===== src/rtl/conway_pkg.sv =====
// Shared types for the Conway board: cell grid and the button matrix that edits it.
package conway_pkg;

   typedef enum logic [1:0] {
      S_IDLE,
      S_DRIVE,
      S_SAMPLE
   } scan_state_t;

   localparam int MAX_MATRIX_N = 8;

endpackage


===== src/rtl/button_matrix_scanner_key_debouncer.sv =====
// Per-key debouncer: flips the held state after DEBOUNCE_SCANS consecutive
// differing samples and pulses rise on a press.
module key_debouncer #(
   parameter int DEBOUNCE_SCANS = 4
) (
   input  logic clk,
   input  logic rst_n,
   input  logic sample_en,
   input  logic raw,
   output logic pressed,
   output logic rise
);

   localparam int CW = $clog2(DEBOUNCE_SCANS + 1);

   logic [CW-1:0] cnt_q, cnt_d;
   logic          pressed_q, pressed_d;
   logic          rise_q, rise_d;

   always_comb begin
      cnt_d     = cnt_q;
      pressed_d = pressed_q;
      rise_d    = 1'b0;
      if (sample_en) begin
         if (raw == pressed_q) begin
            cnt_d = '0;
         end else if (cnt_q == CW'(DEBOUNCE_SCANS - 1)) begin
            cnt_d     = '0;
            pressed_d = raw;
            rise_d    = raw;
         end else begin
            cnt_d = cnt_q + 1'b1;
         end
      end
   end

   always_ff @(posedge clk or negedge rst_n) begin
      if (!rst_n) begin
         cnt_q     <= '0;
         pressed_q <= 1'b0;
         rise_q    <= 1'b0;
      end else begin
         cnt_q     <= cnt_d;
         pressed_q <= pressed_d;
         rise_q    <= rise_d;
      end
   end

   assign pressed = pressed_q;
   assign rise    = rise_q;

endmodule


===== src/rtl/button_matrix_scanner.sv =====
// NxN push-button matrix scanner: one-hot column drive, synchronized active-low
// row sampling, and a debounced row-major key map (bit r*N+c).
module button_matrix_scanner
   import conway_pkg::*;
#(
   parameter int N              = 8,
   parameter int SETTLE_CYCLES  = 16,
   parameter int DEBOUNCE_SCANS = 4
) (
   input  logic             clk,
   input  logic             rst_n,
   input  logic             ena,
   input  logic [N-1:0]     rows_in,
   output logic [N-1:0]     cols_out,
   output logic [$clog2(N):0] x,
   output logic [N*N-1:0]   pressed,
   output logic [N*N-1:0]   press_event,
   output logic             frame_done
);

   localparam int XW = $clog2(N) + 1;
   localparam int SW = $clog2(SETTLE_CYCLES + 1);

   if (N < 1 || N > MAX_MATRIX_N) begin : g_bad_n
      $error("button_matrix_scanner: N=%0d outside 1..8", N);
   end
   if (SETTLE_CYCLES < 3) begin : g_bad_settle
      $error("button_matrix_scanner: SETTLE_CYCLES=%0d must be >= 3", SETTLE_CYCLES);
   end
   if (DEBOUNCE_SCANS < 1) begin : g_bad_debounce
      $error("button_matrix_scanner: DEBOUNCE_SCANS=%0d must be >= 1", DEBOUNCE_SCANS);
   end

   scan_state_t   state_q, state_d;
   logic [XW-1:0] col_q, col_d;
   logic [SW-1:0] cnt_q, cnt_d;
   logic          frame_q, frame_d;
   logic [N-1:0]  rows_s1_q, rows_s2_q;
   logic          sample_now;

   always_comb begin
      state_d = state_q;
      col_d   = col_q;
      cnt_d   = cnt_q;
      frame_d = 1'b0;
      if (!ena) begin
         state_d = S_IDLE;
         col_d   = '0;
         cnt_d   = '0;
      end else begin
         case (state_q)
            S_IDLE: begin
               state_d = S_DRIVE;
               col_d   = '0;
               cnt_d   = '0;
            end
            S_DRIVE: begin
               if (cnt_q == SW'(SETTLE_CYCLES - 1)) begin
                  state_d = S_SAMPLE;
                  cnt_d   = '0;
               end else begin
                  cnt_d = cnt_q + 1'b1;
               end
            end
            S_SAMPLE: begin
               state_d = S_DRIVE;
               if (col_q == XW'(N - 1)) begin
                  col_d   = '0;
                  frame_d = 1'b1;
               end else begin
                  col_d = col_q + 1'b1;
               end
            end
            default: state_d = S_IDLE;
         endcase
      end
   end

   // Rows are asynchronous to clk; the settle window covers this two-flop path.
   always_ff @(posedge clk or negedge rst_n) begin
      if (!rst_n) begin
         state_q   <= S_IDLE;
         col_q     <= '0;
         cnt_q     <= '0;
         frame_q   <= 1'b0;
         rows_s1_q <= '0;
         rows_s2_q <= '0;
      end else begin
         state_q   <= state_d;
         col_q     <= col_d;
         cnt_q     <= cnt_d;
         frame_q   <= frame_d;
         rows_s1_q <= rows_in;
         rows_s2_q <= rows_s1_q;
      end
   end

   always_comb begin
      cols_out = '0;
      for (int c = 0; c < N; c++) begin
         cols_out[c] = (state_q != S_IDLE) && (col_q == XW'(c));
      end
   end

   assign x          = col_q;
   assign frame_done = frame_q;
   assign sample_now = (state_q == S_SAMPLE) && ena;

   for (genvar r = 0; r < N; r++) begin : g_row
      for (genvar c = 0; c < N; c++) begin : g_col
         key_debouncer #(
            .DEBOUNCE_SCANS(DEBOUNCE_SCANS)
         ) u_key (
            .clk      (clk),
            .rst_n    (rst_n),
            .sample_en(sample_now && (col_q == XW'(c))),
            .raw      (~rows_s2_q[r]),
            .pressed  (pressed[r*N+c]),
            .rise     (press_event[r*N+c])
         );
      end
   end

endmodule


===== config.mk =====
export PLATFORM = sky130hd
export DESIGN_NAME = button_matrix_scanner
export DESIGN_NICKNAME = d
export VERILOG_FILES = /design/src/rtl/conway_pkg.sv /design/src/rtl/button_matrix_scanner_key_debouncer.sv /design/src/rtl/button_matrix_scanner.sv
export SDC_FILE = /design/constraint.sdc
export NUM_CORES = 1
export LEC_CHECK = 0
export CORE_MARGIN = 2
export CORE_UTILIZATION = 50
export DETAILED_ROUTE_END_ITERATION = 7
export PLACE_DENSITY_LB_ADDON = 0.05
export SETUP_SLACK_MARGIN = 0.5
export SYNTH_ARGS = -nofsm -noshare
export SYNTH_HDL_FRONTEND = slang
export SYNTH_HIERARCHICAL = 1
export SYNTH_SLANG_ARGS = --single-unit

===== constraint.sdc =====
create_clock -name clk -period 3.2 [get_ports clk]
set_input_delay 0.48 -clock clk [delete_from_list [all_inputs] [get_ports clk]]
set_output_delay 0.48 -clock clk [all_outputs]
set_load 0.05 [all_outputs]

* Yosys cells after proc, flatten, opt, wreduce, memory -nomap -nowiden
Index checks and enable logic that the tools add are counted.
Operators by class: add/sub/neg operators 66, equal/unequal tests 141, mux-type cells 332, bitwise logic cells 72, reduce and logical (&&, ||, !) cells 85
Operator list (count):
- 3-bit two-way mux | 128
- 1-bit two-way mux | 195
- 3-bit by 1-bit adder with 3-bit output, second input constant | 64
- 3-bit by 2-bit == test with 1-bit output, second input constant | 64
- 3-bit AND reduction | 64
- 1-bit inverter | 72
- 1-bit == test | 64
- 1-bit logical AND | 17
- 4-bit by 3-bit == test with 1-bit output, second input constant | 4
- 5-bit two-way mux | 2
- 5-bit one-hot mux with 2 select lines | 1
- 4-bit by 2-bit == test with 1-bit output, second input constant | 2
- 4-bit two-way mux | 2
- 4-bit one-hot mux with 2 select lines | 1
- 3-bit by 1-bit != test with 1-bit output, second input constant | 2
- 5-bit by 1-bit adder with 5-bit output, second input constant | 1
- 5-bit by 4-bit == test with 1-bit output, second input constant | 1
- 4-bit by 1-bit adder with 4-bit output, second input constant | 1
- 4-bit by 1-bit == test with 1-bit output, second input constant | 1
- 4-bit zero test | 1
- 2-bit two-way mux | 2
- 2-bit one-hot mux with 2 select lines | 1
- 3-bit != test, second input constant | 1
- 2-bit by 1-bit == test with 1-bit output, second input constant | 1
- 4 further kinds | 4
Word-level totals: register bits 348, output and inout port bits 141, logic and storage cells 894

* Logic depth before layout (Yosys ltp)
Gate-level depths: netlist of the first run.
word-level depth 4, depth in mapped cells 6

* Cells and area by module
Netlist of the first run, hierarchy kept.
Modules (own cells, without submodules):
- key_debouncer | instances 64, cells each 20, area an instance 244.0 µm², seq. area each 125.1 µm²
- button_matrix_scanner | instances 1, cells each 111, area an instance 1216.2 µm², seq. area each 700.7 µm²

* Worst setup path before layout of the first run
Ideal clock, no wire load.
path type register to register, from register col_q[2] (netlist: x[2]), to register g_row[0].g_col[4].u_key.pressed_q, library setup time 0.125 ns, data arrival time 2.561 ns, slack 0.514 ns, stages on the path, launching flop included 7, path buffers 1, period minus slack after synthesis 2.686 ns, cell sequence dfrtp_1 -> buf_2 -> nand2b_1 -> nor2_1 -> and2_1 -> nand3b_2 -> mux2_4
On the way: word-level cells in the longest chain between the ends 3
RTL lines:
- start: declaration | line button_matrix_scanner.sv:35 | logic [XW-1:0] col_q, col_d;
- start signal: assignment | line button_matrix_scanner.sv:90 | col_q <= col_d;
- 4-bit by 3-bit == test with 1-bit output | line button_matrix_scanner.sv:116 | .sample_en(sample_now && (col_q == XW'(c))),
- 1-bit logical AND | line button_matrix_scanner.sv:116
- 3-bit AND reduction (no line)
- end signal: assignment | line button_matrix_scanner_key_debouncer.sv:44 | pressed_q <= pressed_d;
- end: declaration | line button_matrix_scanner_key_debouncer.sv:17 | logic pressed_q, pressed_d;
No other way between the ends. A chain may end at the register's enable or synchronous reset.

* Final worst setup path of the first run
from register col_q[2] (netlist: x[2]), to output port cols_out[2]
On the way: word-level cells in the longest chain between the ends 2
RTL lines:
- 4-bit by 2-bit == test with 1-bit output | line button_matrix_scanner.sv:101 | cols_out[c] = (state_q != S_IDLE) && (col_q == XW'(c));
- 1-bit logical AND | line button_matrix_scanner.sv:101
- end: declaration | line button_matrix_scanner.sv:14 | output logic [N-1:0] cols_out,
No other way between the ends.

==> results of run 1 <==
==> per-layer routing <==
layer  vias to the layer above  routed length, um  global-route usage, %
li1                       5234                  -                      -
met2                       135              14500                   30.3
met3                        44               1470                   4.20
met5                         -                  0                      0
met4                         0                561                   4.21
met1                      5192              15400                   26.2
==> cells in the mapped netlist (all sizes together) <==
master | number | area [um2]
dfrtp | 348 | 8710
inv | 140 | 526
nand2b | 130 | 813
o22ai | 128 | 801
nand2 | 71 | 267
ha | 69 | 863
nand3b | 66 | 736
nor3b | 66 | 495
and2b | 64 | 480
mux2 | 64 | 961
o31ai | 64 | 801
or2b | 64 | 480
xnor2 | 64 | 561
and2 | 17 | 106
a21oi | 7 | 35.0
nor2 | 5 | 18.8
nand3 | 4 | 25.0
nor3 | 3 | 15.0
o21ai | 3 | 15.0
a311o | 2 | 21.3
buf | 2 | 16.3
nand4b | 2 | 17.5
nor2b | 2 | 12.5
a2111oi | 1 | 8.76
a31oi | 1 | 6.26
clkbuf | 1 | 13.8
nand4 | 1 | 6.26
nand4bb | 1 | 11.3
or4b | 1 | 10.0
==> per-stage QoR <==
step | util, % | instance area, um2 | cells
after floorplan | - | 16800 | 1391
after global placement | 57.6 | 19200 | 2015
after detailed placement | 57.6 | 19200 | 2015
after CTS | 61.5 | 20500 | 2088
after global routing | 61.5 | 20500 | 2088
final | 61.5 | 20500 | 2089
==> flip-flops by register name, indices dropped and copies added (netlist names) <==
| register | flops |
|---|---|
| g_row.g_col.u_key/cnt_q | 192 |
| g_row.g_col.u_key/pressed | 64 |
| g_row.g_col.u_key/rise | 64 |
| rows_s1_q | 8 |
| rows_s2_q | 8 |
| cnt_q | 5 |
| x | 4 |
| state_q | 2 |
| frame_done | 1 |
==> where the power goes <==
| group | internal, uW | total [uW] | switching (uW) | leakage (uW) |
|---|---|---|---|---|
| sequential | 4410 | 4420 | 4.25 | 0.00415 |
| combinational | 78.7 | 281 | 202 | 0.00587 |
| clock | 2690 | 4460 | 1760 | 0.000641 |
| total | 7190 | 9160 | 1970 | 0.0107 |
==> cells in the final DEF (no fill, tap or decap), types with 11 or more instances in the layout <==
cell type          n
dfrtp_1          348
clkdlybuf4s50_1  142
inv_1            140
nand2b_1         130
o22ai_1          128
nand2_1           71
ha_1              69
nor3b_1           66
nand3b_2          64
xnor2_1           64
or2b_1            64
mux2_4            64
and2b_1           64
o31ai_2           64
clkbuf_16         41
buf_4             18
clkbuf_1          12
clkbuf_8          11
==> cell families (layout without fill, tap and decap cells) <==
logic type      after synthesis  after routing  synth area share, %
compound gates              206            206                 10.0
xor+xnor                     64             64                 3.33
fa+ha+maj                    69             69                 5.13
buf+inv                     143            392                 3.30
flops                       348            348                 51.7
mux                          64             64                 5.71
other cells                   0              1                    0
simple gates                497            497                 20.8
==> final cells by class <==
| cell class | count | share of cell area [%] |
|---|---|---|
| tap | 448 | 2.73 |
| timing repair buffer | 180 | 8.97 |
| clock inverter | 8 | 0.354 |
| multi-input combinational | 900 | 37.0 |
| sequential | 348 | 42.5 |
| clock buffer | 64 | 5.96 |
| antenna | 1 | 0.0122 |
| inverter | 140 | 2.56 |
==> worst max-delay path: stages, from the launching register on <==
cell and delay, ns:
dfrtp_1 0.48, nor3_2 0.38, and2_1 0.18, dlygate4sd2_1 0.52
==> path summary, 6_finish.rpt <==
kind                                         from                                            to  slack [ns]  cells after the start
max                              x[2]$_DFFE_PN0P_                                   cols_out[2]        0.63                      3
min                        rows_s1_q[0]$_DFF_PN0_                        rows_s2_q[0]$_DFF_PN0_        0.35                      0
max reg2reg                state_q[0]$_DFFE_PN0P_   g_row[6].g_col[3].u_key/pressed$_DFFE_PN0P_        0.97                      7
min reg2reg                rows_s1_q[0]$_DFF_PN0_                        rows_s2_q[0]$_DFF_PN0_        0.35                      0
max in group asynchronous                   rst_n   g_row[2].g_col[2].u_key/pressed$_DFFE_PN0P_        1.81                      3
min in group asynchronous                   rst_n  g_row[3].g_col[5].u_key/cnt_q[1]$_DFFE_PN0P_        0.48                      2
==> timing repair <==
item,4_1_cts,5_1_grt
endpoints found under the hold margin,61,0
gates resized for setup,10,7
endpoints found under the setup margin,8,5
hold buffers,1,0
==> summary.md, run 1 <==
| Metric | Value |
|---|---|
| Port Buffers | roughly 150 |
| Vias/cell | between 5 and 6 |
| Synth Register Bits | between 300 and 400 |
| Post-layout min period | 2.57 ns |
| WHS | around 0.35 ns |
| Total gr overflow | 0 |
| Chip height | 187 um |
| Post-CTS Setup Inserts | 0 |
| Clock sink total | 348 |
| Unrepaired setup endpoints after global routing | no |
| Fin Clk Skew | about 0.017 ns |
| Post-route ant nets | 0 |
| P_leak | 0.0107 uW |
| Worst setup EP type | output port |
| Chip Width | 187 um |
| DRC viols | 0 |
| Setup violators final | 0 |
| Multi-input gate area | between 7000 and 8000 um2 |
| CP Max Fanout | 10 |
| Synth unique cells | 33 |
| Largest net degree at the start of global routing | 91 |
| Pre-antenna DRT Iters | 4 |
| Clock root buffer | clkbuf_16 |
| Pwr Density | 446 nW/um2 |
| Clk_lat worst skew | 0.53 ns |
| Max-Cap Viols | 0 |
| Setup crit start kind | flop |
| Status | finished clean |
| CTS buffer count | 40 |
| Worst EP arrival | 2.09 ns |
| Post-Synthesis Cells | 1,391 |
| Area of the core | 33,400 um2 |
| Yosys warnings | 6 |
| GRT Overall Usage | 18.8% |
| Clk slew on worst S/H paths | 0.06 ns |
| Htree depth | 2 |
| Period utilization | 80.4% |
| DR vias | approximately 11,000 |
| DP Worst Slack | 0.576 ns |
| Final WS setup | 0.628 ns |
| Mapped Area | 16,800 um2 |
| Ports | around 150 |
| Syn avg cell area | 12.1 um2 |
| Vias in the first global route | around 11,000 |
| Rows | 67 |
| CTS tree | built |
| Initial antenna violation count | 0 |
| Endpoints failing hold | 0 |
| DRT Wirelength | 32.0 mm |
| DR iter-0 viols | 477 |
| Critical Path RT | 2.72 ns |
| Worst VDD drop | 0.284 mV |
| DP HPWL | 21.0 mm |
| FF+latch area | 8710 um2 |
| Hold crit path type | flop to flop |
| Post-synthesis sequential area ratio | 51.7% |
| Slew margin rel. | 29.7% |
| Mean routed wirelength per cell | 15.3 um |
| Nets | roughly 1,700 |
| Synth-to-layout area growth | 21.9% |
| Setup TNS | 0 ns |
| Share of cells above drive strength 1 | 18.0% |
| Slew Limit Fails | 0 |
| Starting Density | 50.4% |
| Tightest Pin Transition | 1.05 ns |
| Synthesized Nets | about 1,500 |
| Highest clock rate | slightly below 400 MHz |
| GPL Wtd Cong | 0.742 |
| Crit Path Category | flop to output port |
| Fill cells | 2,752 |
| First-pass GRT wire length | around 54 mm |
| CTS Buffer Depth | 3 |
| Die footprint | approximately 35,000 um2 |
| Pwr Total | slightly above 9000 uW |
(Power assumes the default switching activity.)
==> inputs of run 2 (changes only) <==
==> constraint.sdc (replaced) <==
create_clock -name clk -period 2.6 [get_ports clk]
set_input_delay 0.39 -clock clk [delete_from_list [all_inputs] [get_ports clk]]
set_output_delay 0.39 -clock clk [all_outputs]
set_load 0.05 [all_outputs]
==> run 2 against run 1 <==
Final cell count rose by 0.81%. Via count rose by 1.2%. Wire length rose by 2.1%. Clock skew rose by 0.0013 ns. Worst hold slack got worse by 0.042 ns. Sequential share of layout area fell by 0.69 points. Critical path type unchanged. Largest cell class unchanged. Highest routed layer unchanged.
==> summary.md, run 2 (synthesis results as in run 1) <==
| Metric | Value |
|---|---|
| Status | finished clean |
| Sequential share of power | 46.7% (-1.6 points) |
| Clock root buffer | clkbuf_16 |
| Delay of the slowest critical-path stage | 0.46 ns (-0.06 ns) |
| Fin Clk Skew | 0.0180 ns (+0.00129 ns) |
| DP Worst Slack | -0.0177 ns (-0.593 ns) |
| Nets | 1,711 (+1.2%) |
| Hold crit path type | primary input to flop |
| Initial antenna violation count | 0 (unchanged) |
| CP Max Fanout | 6 (-4) |
| Tightest Pin Transition | 0.608 ns (-0.446 ns) |
| DP HPWL | 21.7 mm (+3.0%) |
| Pre-antenna DRT Iters | 4 (unchanged) |
| Number of flip-flops in the largest register | 192 (unchanged) |
| Share of cells above drive strength 1 | 20.3% (+2.3 points) |
| Worst setup EP type | output port |
| Most frequent cells in the layout | dfrtp_1 (345), inv_1 (139), nand2b_1 (129) |
| Slew margin rel. | 59.4% (+30 points) |
| WHS | 0.303 ns (-0.0425 ns) |
| Most frequent CP cell | buf_6 |
| Vias/cell | 5.10 (+0.41%) |
| Combinational Power Share | 3.2% (about the same) |
| DRC viols | 0 (unchanged) |
| Clk_lat worst skew | 0.52 ns (about the same) |
| Pwr Total | 11,700 uW (+27%) |
| P_sw | 2410 uW (+22%) |
| Vias in the first global route | 10,667 (-1.1%) |
| Largest Register | g_row.g_col.u_key/cnt_q |
| P_leak | 0.0113 uW (+6.1%) |
| Non-Filler Cell Area, Final | 20,900 um2 (+1.7%) |
| Met2 WL | 15.3 mm (+5.7%) |
| Critical Path RT | 2.21 ns (-0.51 ns) |
| GRT Overall Usage | 19.0% (+0.21 points) |
| Slew Limit Fails | 0 (unchanged) |
| DP Area | 19,300 um2 (+0.62%) |
| GPL Wtd Cong | 0.777 (+4.6%) |
| CTS tree | built |
| Chip height | 187 um (unchanged) |
| Setup violators final | 0 (unchanged) |
| Ports | 152 (unchanged) |
| Chip Width | 187 um (unchanged) |
| Top Family by Delay on Critical Path | flip-flops |
| Mean routed wirelength per cell | 15.5 um (+1.3%) |
| DRT Wirelength | 32.6 mm (+2.1%) |
| Htree depth | 2 (unchanged) |
| Post-layout min period | 2.11 ns |
| Met1 wire length | 15.4 mm (-0.20%) |
| Buffers & Inverters on Critical Path | 2 (+1) |
| Highest clock rate | between 400 and 500 MHz |
| Max-Cap Viols | 0 (unchanged) |
| Worst EP arrival | 1.72 ns (-0.37 ns) |
| Port Buffers | 151 (unchanged) |
| Period utilization | 81.0% |
| Sw Share | 20.7% (-0.82 points) |
| Power Internal | 9250 uW (+29%) |
| Total gr overflow | 0 (unchanged) |
| Area of the core | 33,400 um2 (unchanged) |
| CTS Buffer Depth | 3 (unchanged) |
| First-pass GRT wire length | 54.8 mm (+0.72%) |
| Slowest CP cell | dfrtp_2 |
| Starting Density | 50.4% (unchanged) |
| Clk slew on worst S/H paths | 0.06 ns (about the same) |
| DR vias | 10,735 (+1.2%) |
| Crit Path Category | flop to output port |
| Final WS setup | 0.494 ns (-0.135 ns) |
| Uppermost layer routed | met4 |
| Fin util | 62.5% (+1.0 points) |
| Rows | 67 (unchanged) |
| Largest net degree at the start of global routing | 77 (-15%) |
| DR iter-0 viols | 458 (-4.0%) |
| Pwr Density | 559 nW/um2 (+25%) |
| Setup crit start kind | flop |
| Synth-to-layout area growth | 24.0% |
| Endpoints failing hold | 0 (unchanged) |
| Clock sink total | 348 (unchanged) |
| Unrepaired setup endpoints after global routing | yes |
| Fill cells | 2,730 (-0.80%) |
| CTS buffer count | 40 (unchanged) |
| Clk network pwr share | 50.2% (+1.5 points) |
| Post-route ant nets | 0 (unchanged) |
| Die footprint | 35,100 um2 (unchanged) |
| Worst VDD drop | 0.536 mV (+89%) |
| Commonest non-fill, non-tap cell in the layout | dfrtp_1 |
| Met3 wire len | 1.40 mm (-5.2%) |
| Worst-path cell chain | buf_6 -> nor3_4 -> and2_4 -> buf_6 |
[run 2: changes by cell type in the layout (fill, tap and decap cells not counted), sizes merged, moves of 2 or more]
| cell | previous run | this run |
|---|---|---|
| buf | 29 | 57 |
| clkinv | 5 | 3 |
| dlymetal6s2s | 1 | 7 |
| clkdlybuf4s50 | 142 | 59 |
| clkbuf | 68 | 58 |
| bufinv | 1 | 6 |
| dlygate4sd2 | 3 | 76 |
| inv | 142 | 140 |
[run 2: area by class of cell]
class	instances	area, um2	area share, %
clock inverter	10	203	0.972
timing repair buffer	200	2020	9.67
tap	448	561	2.69
multi-input combinational	901	7670	36.8
inverter	140	526	2.52
clock buffer	58	1170	5.61
antenna	1	2.50	0.0120
sequential	348	8710	41.8
[run 2: stage by stage]
step | cells | TNS, ns
after CTS | 2095 | 0
after global placement | 2025 | 0
after detailed placement | 2025 | -0.0257
final | 2106 | 0
after global routing | 2105 | 0
after floorplan | 1391 | 0
[run 2: power groups by stage]
stage	logic [uW]	registers, uW	clock network [uW]
after floorplan	145	5540	0
after global placement	371	5540	0
after detailed placement	371	5540	0
after CTS	376	5440	6010
after global routing	411	5440	6230
final	367	5440	5850
[run 2: routing by layer]
layer | track usage [%] | up-vias
met3 | 3.75 | 39
met2 | 30.9 | 151
met1 | 26.6 | 5281
met5 | 0 | -
li1 | - | 5264
met4 | 4.24 | 0
[run 2: worst paths after layout]
check | startpoint | to | slack, ns | cells after the start
setup reg to reg | state_q[0]$_DFFE_PN0P_ | g_row[3].g_col[3].u_key/pressed$_DFFE_PN0P_ | 0.63 | 6
min in group asynchronous | rst_n | g_row[1].g_col[5].u_key/cnt_q[0]$_DFFE_PN0P_ | 0.38 | 2
hold / removal | rows_in[5] | rows_s1_q[5]$_DFF_PN0_ | 0.30 | 1
max in group asynchronous | rst_n | g_row[5].g_col[3].u_key/pressed$_DFFE_PN0P_ | 1.42 | 3
hold reg to reg | rows_s1_q[0]$_DFF_PN0_ | rows_s2_q[0]$_DFF_PN0_ | 0.35 | 0
setup / recovery | x[3]$_DFFE_PN0P_ | cols_out[1] | 0.49 | 4
[run 2: worst register-to-register path: stages (launching register included)]
cell	delay [ns]
dfrtp_1	0.38
nand3b_1	0.27
nor3_4	0.32
and2_2	0.22
buf_12	0.20
nand3b_2	0.15
mux2_4	0.30
[run 2: what timing repair did]
item                       CTS  global route
pin swaps                    1             4
gates cloned                 1             0
hold buffers                 1             0
resized for setup           87            30
setup buffers                0            10
hold endpoints to repair    49             0
setup endpoints to repair   85            49
==> inputs of run 3 (changes only) <==
==> constraint.sdc (replaced) <==
create_clock -name clk -period 2.1 [get_ports clk]
set_input_delay 0.315 -clock clk [delete_from_list [all_inputs] [get_ports clk]]
set_output_delay 0.315 -clock clk [all_outputs]
set_load 0.05 [all_outputs]
==> run 3 against run 2 <==
Sequential power grew 24%. Final cell count grew 7.8%. Combinational power grew 36%. Setup slack lost 0.37 ns. Wire length grew 18%. Non-clock buffer count grew 163. Sequential share of layout area shrank 6.0 points.
==> summary.md, run 3 (synthesis results as in run 1) <==
| Metric | Value |
|---|---|
| CTS Buffer Depth | 3 (unchanged) |
| Max-Cap Viols | 0 (unchanged) |
| Fin Clk Skew | 0.0124 ns (-0.00561 ns) |
| Reg2Reg Setup Slack | 0.12 ns (-0.51 ns) |
| Slew margin rel. | 61.8% (+2.4 points) |
| GPL Wtd Cong | 0.725 (-6.7%) |
| Htree depth | 2 (unchanged) |
| Final WS setup | 0.125 ns (-0.369 ns) |
| Clock sink total | 348 (unchanged) |
| Ports | 152 (unchanged) |
| Total gr overflow | 0 (unchanged) |
| Setup crit start kind | flop |
| Unrepaired setup endpoints after global routing | yes |
| CTS buffer count | 39 (-2.5%) |
| Fin cells | 2,270 (+7.8%) |
| Clk_lat worst skew | 0.52 ns (about the same) |
| Number of flip-flops in the largest register | 192 (unchanged) |
| P_leak | 0.0133 uW (+18%) |
| Reg2Reg Depth | 8 (+2) |
| Reg-to-Reg Start | state_q[0]$_DFFE_PN0P_ |
| DRT Wirelength | 38.5 mm (+18%) |
| Die footprint | 35,100 um2 (unchanged) |
| Highest clock rate | between 500 and 600 MHz |
| Pwr Total | 14,300 uW (+23%) |
| GRT Overall Usage | 20.6% (+1.6 points) |
| DR vias | 11,629 (+8.3%) |
| Worst setup EP type | flop |
| Worst EP arrival | 2.38 ns (+0.66 ns) |
| Crit path capture | g_row[1].g_col[7].u_key/pressed$_DFFE_PN0P_ |
| Post-layout min period | 1.98 ns |
| Share of cells above drive strength 1 | 46.2% (+26 points) |
| Slew Limit Fails | 0 (unchanged) |
| Port Buffers | 151 (unchanged) |
| Largest net degree at the start of global routing | 71 (-7.8%) |
| Nets | 1,872 (+9.4%) |
| DP Worst Slack | -0.221 ns (-0.203 ns) |
| Crit Path Category | flop to flop |
| Area of the core | 33,400 um2 (unchanged) |
| DRC viols | 0 (unchanged) |
| Commonest non-fill, non-tap cell in the layout | dfrtp_1 |
| Worst VDD drop | 0.645 mV (+20%) |
| Vias in the first global route | 11,564 (+8.4%) |
| Setup violators final | 0 (unchanged) |
| CTS tree | built |
| Vias/cell | 5.12 (+0.50%) |
| Period utilization | approximately 94% |
| Endpoints failing hold | 0 (unchanged) |
| WHS | 0.240 ns (-0.0630 ns) |
| Hold crit path type | primary input to flop |
| Most frequent cells in the layout | dfrtp_1 (341), inv_1 (138), nand2b_1 (113) |
| Chip height | 187 um (unchanged) |
| First-pass GRT wire length | 59.2 mm (+8.0%) |
| Clock root buffer | clkbuf_16 |
| Post-route ant nets | 0 (unchanged) |
| Tightest Pin Transition | 0.568 ns (-0.0394 ns) |
| Initial antenna violation count | 0 (unchanged) |
| Capture point of the worst reg-to-reg path | g_row[1].g_col[7].u_key/pressed$_DFFE_PN0P_ |
| Synth-to-layout area growth | 44.7% |
| Rows | 67 (unchanged) |
| Starting Density | 50.4% (unchanged) |
| Chip Width | 187 um (unchanged) |
| WHS Path Cells | 1 (unchanged) |
| Pwr Density | 589 nW/um2 (+5.3%) |
| DR iter-0 viols | 426 (-7.0%) |
| Placed cells | 2,084 (+2.9%) |
| CP Max Fanout | 9 (+3) |
| Largest Register | g_row.g_col.u_key/cnt_q |
| # diodes | 0 (-1) |
| Clk slew on worst S/H paths | 0.06 ns (about the same) |
| Status | finished clean |
| Pre-antenna DRT Iters | 4 (unchanged) |
| Crit path launch | state_q[0]$_DFFE_PN0P_ |
| Setup TNS | 0 ns (unchanged) |
| Mean routed wirelength per cell | 17.0 um (+9.5%) |
| Critical Path RT | 2.51 ns (+0.30 ns) |
| DP HPWL | 23.1 mm (+6.9%) |
run 3: cell types whose count changed in the layout (fill, tap and decap cells not counted), moves of 40 or more:
cell             change
o22ai_1             -81
dlygate4sd2_1       -76
o22ai_2             +76
buf_4               +72
buf_6               +66
nor3b_1             -59
clkdlybuf4s15_2     +57
nor3b_2             +56
clkdlybuf4s50_1     -50
buf_2               +48
nand3b_2            -47
nand3b_4            +47
nand2_1             -40
run 3: worst max-delay path, cell delays in order (launching register included):
cell and delay, ns:
dfrtp_1 0.38, nand3b_1 0.30, buf_6 0.20, nor2_4 0.11
buf_12 0.12, and2_4 0.19, buf_12 0.14, nand3b_2 0.10
mux2_4 0.31
run 3: worst min path at each step:
stage	from	endpoint	slack (ns)
after global placement	rst_n	g_row[7].g_col[0].u_key/cnt_q[0]$_DFFE_PN0P_	0.22
after floorplan	rst_n	cnt_q[0]$_DFFE_PN0P_	0.02
final	rows_in[5]	rows_s1_q[5]$_DFF_PN0_	0.24
after global routing	rows_in[5]	rows_s1_q[5]$_DFF_PN0_	0.22
after detailed placement	rst_n	g_row[7].g_col[0].u_key/cnt_q[0]$_DFFE_PN0P_	0.22
after CTS	rows_in[5]	rows_s1_q[5]$_DFF_PN0_	0.21
run 3: through the flow:
stage                     area [um2]  utilization (%)
after floorplan                16900                -
after global placement         20000             59.9
after detailed placement       20000             59.9
after CTS                      22200             66.7
after global routing           24400             73.0
final                          24400             73.0
run 3: area by class of cell:
| class | count | area (um2) |
|---|---|---|
| well taps | 448 | 561 |
| inverters | 140 | 531 |
| repair buffers | 363 | 3870 |
| fillers | 2287 | 9010 |
| multi-input cells | 900 | 9320 |
| clock inverters | 13 | 171 |
| clock buffers | 58 | 1190 |
| flip-flops and latches | 348 | 8720 |
run 3: power by group:
group	internal, uW	switching, uW	total (uW)
sequential	6730	7.44	6730
clock	4410	2690	7100
combinational	162	337	499
run 3: timing repair:
| item | CTS | global route |
|---|---|---|
| hold buffers | 1 | 0 |
| endpoints found under the setup margin | 434 | 352 |
| buffers inserted | 51 | 51 |
| gates resized for setup | 626 | 355 |
| gates cloned | 8 | 4 |
| endpoints found under the hold margin | 33 | 0 |
| pin swaps | 17 | 63 |
run 3: per-layer routing:
metal	up-vias	wire, um	global-route usage (%)
li1	5612	-	-
met4	0	609	4.57
met5	-	0	0
met2	148	18900	33.9
met1	5815	17700	28.8
met3	54	1300	3.47
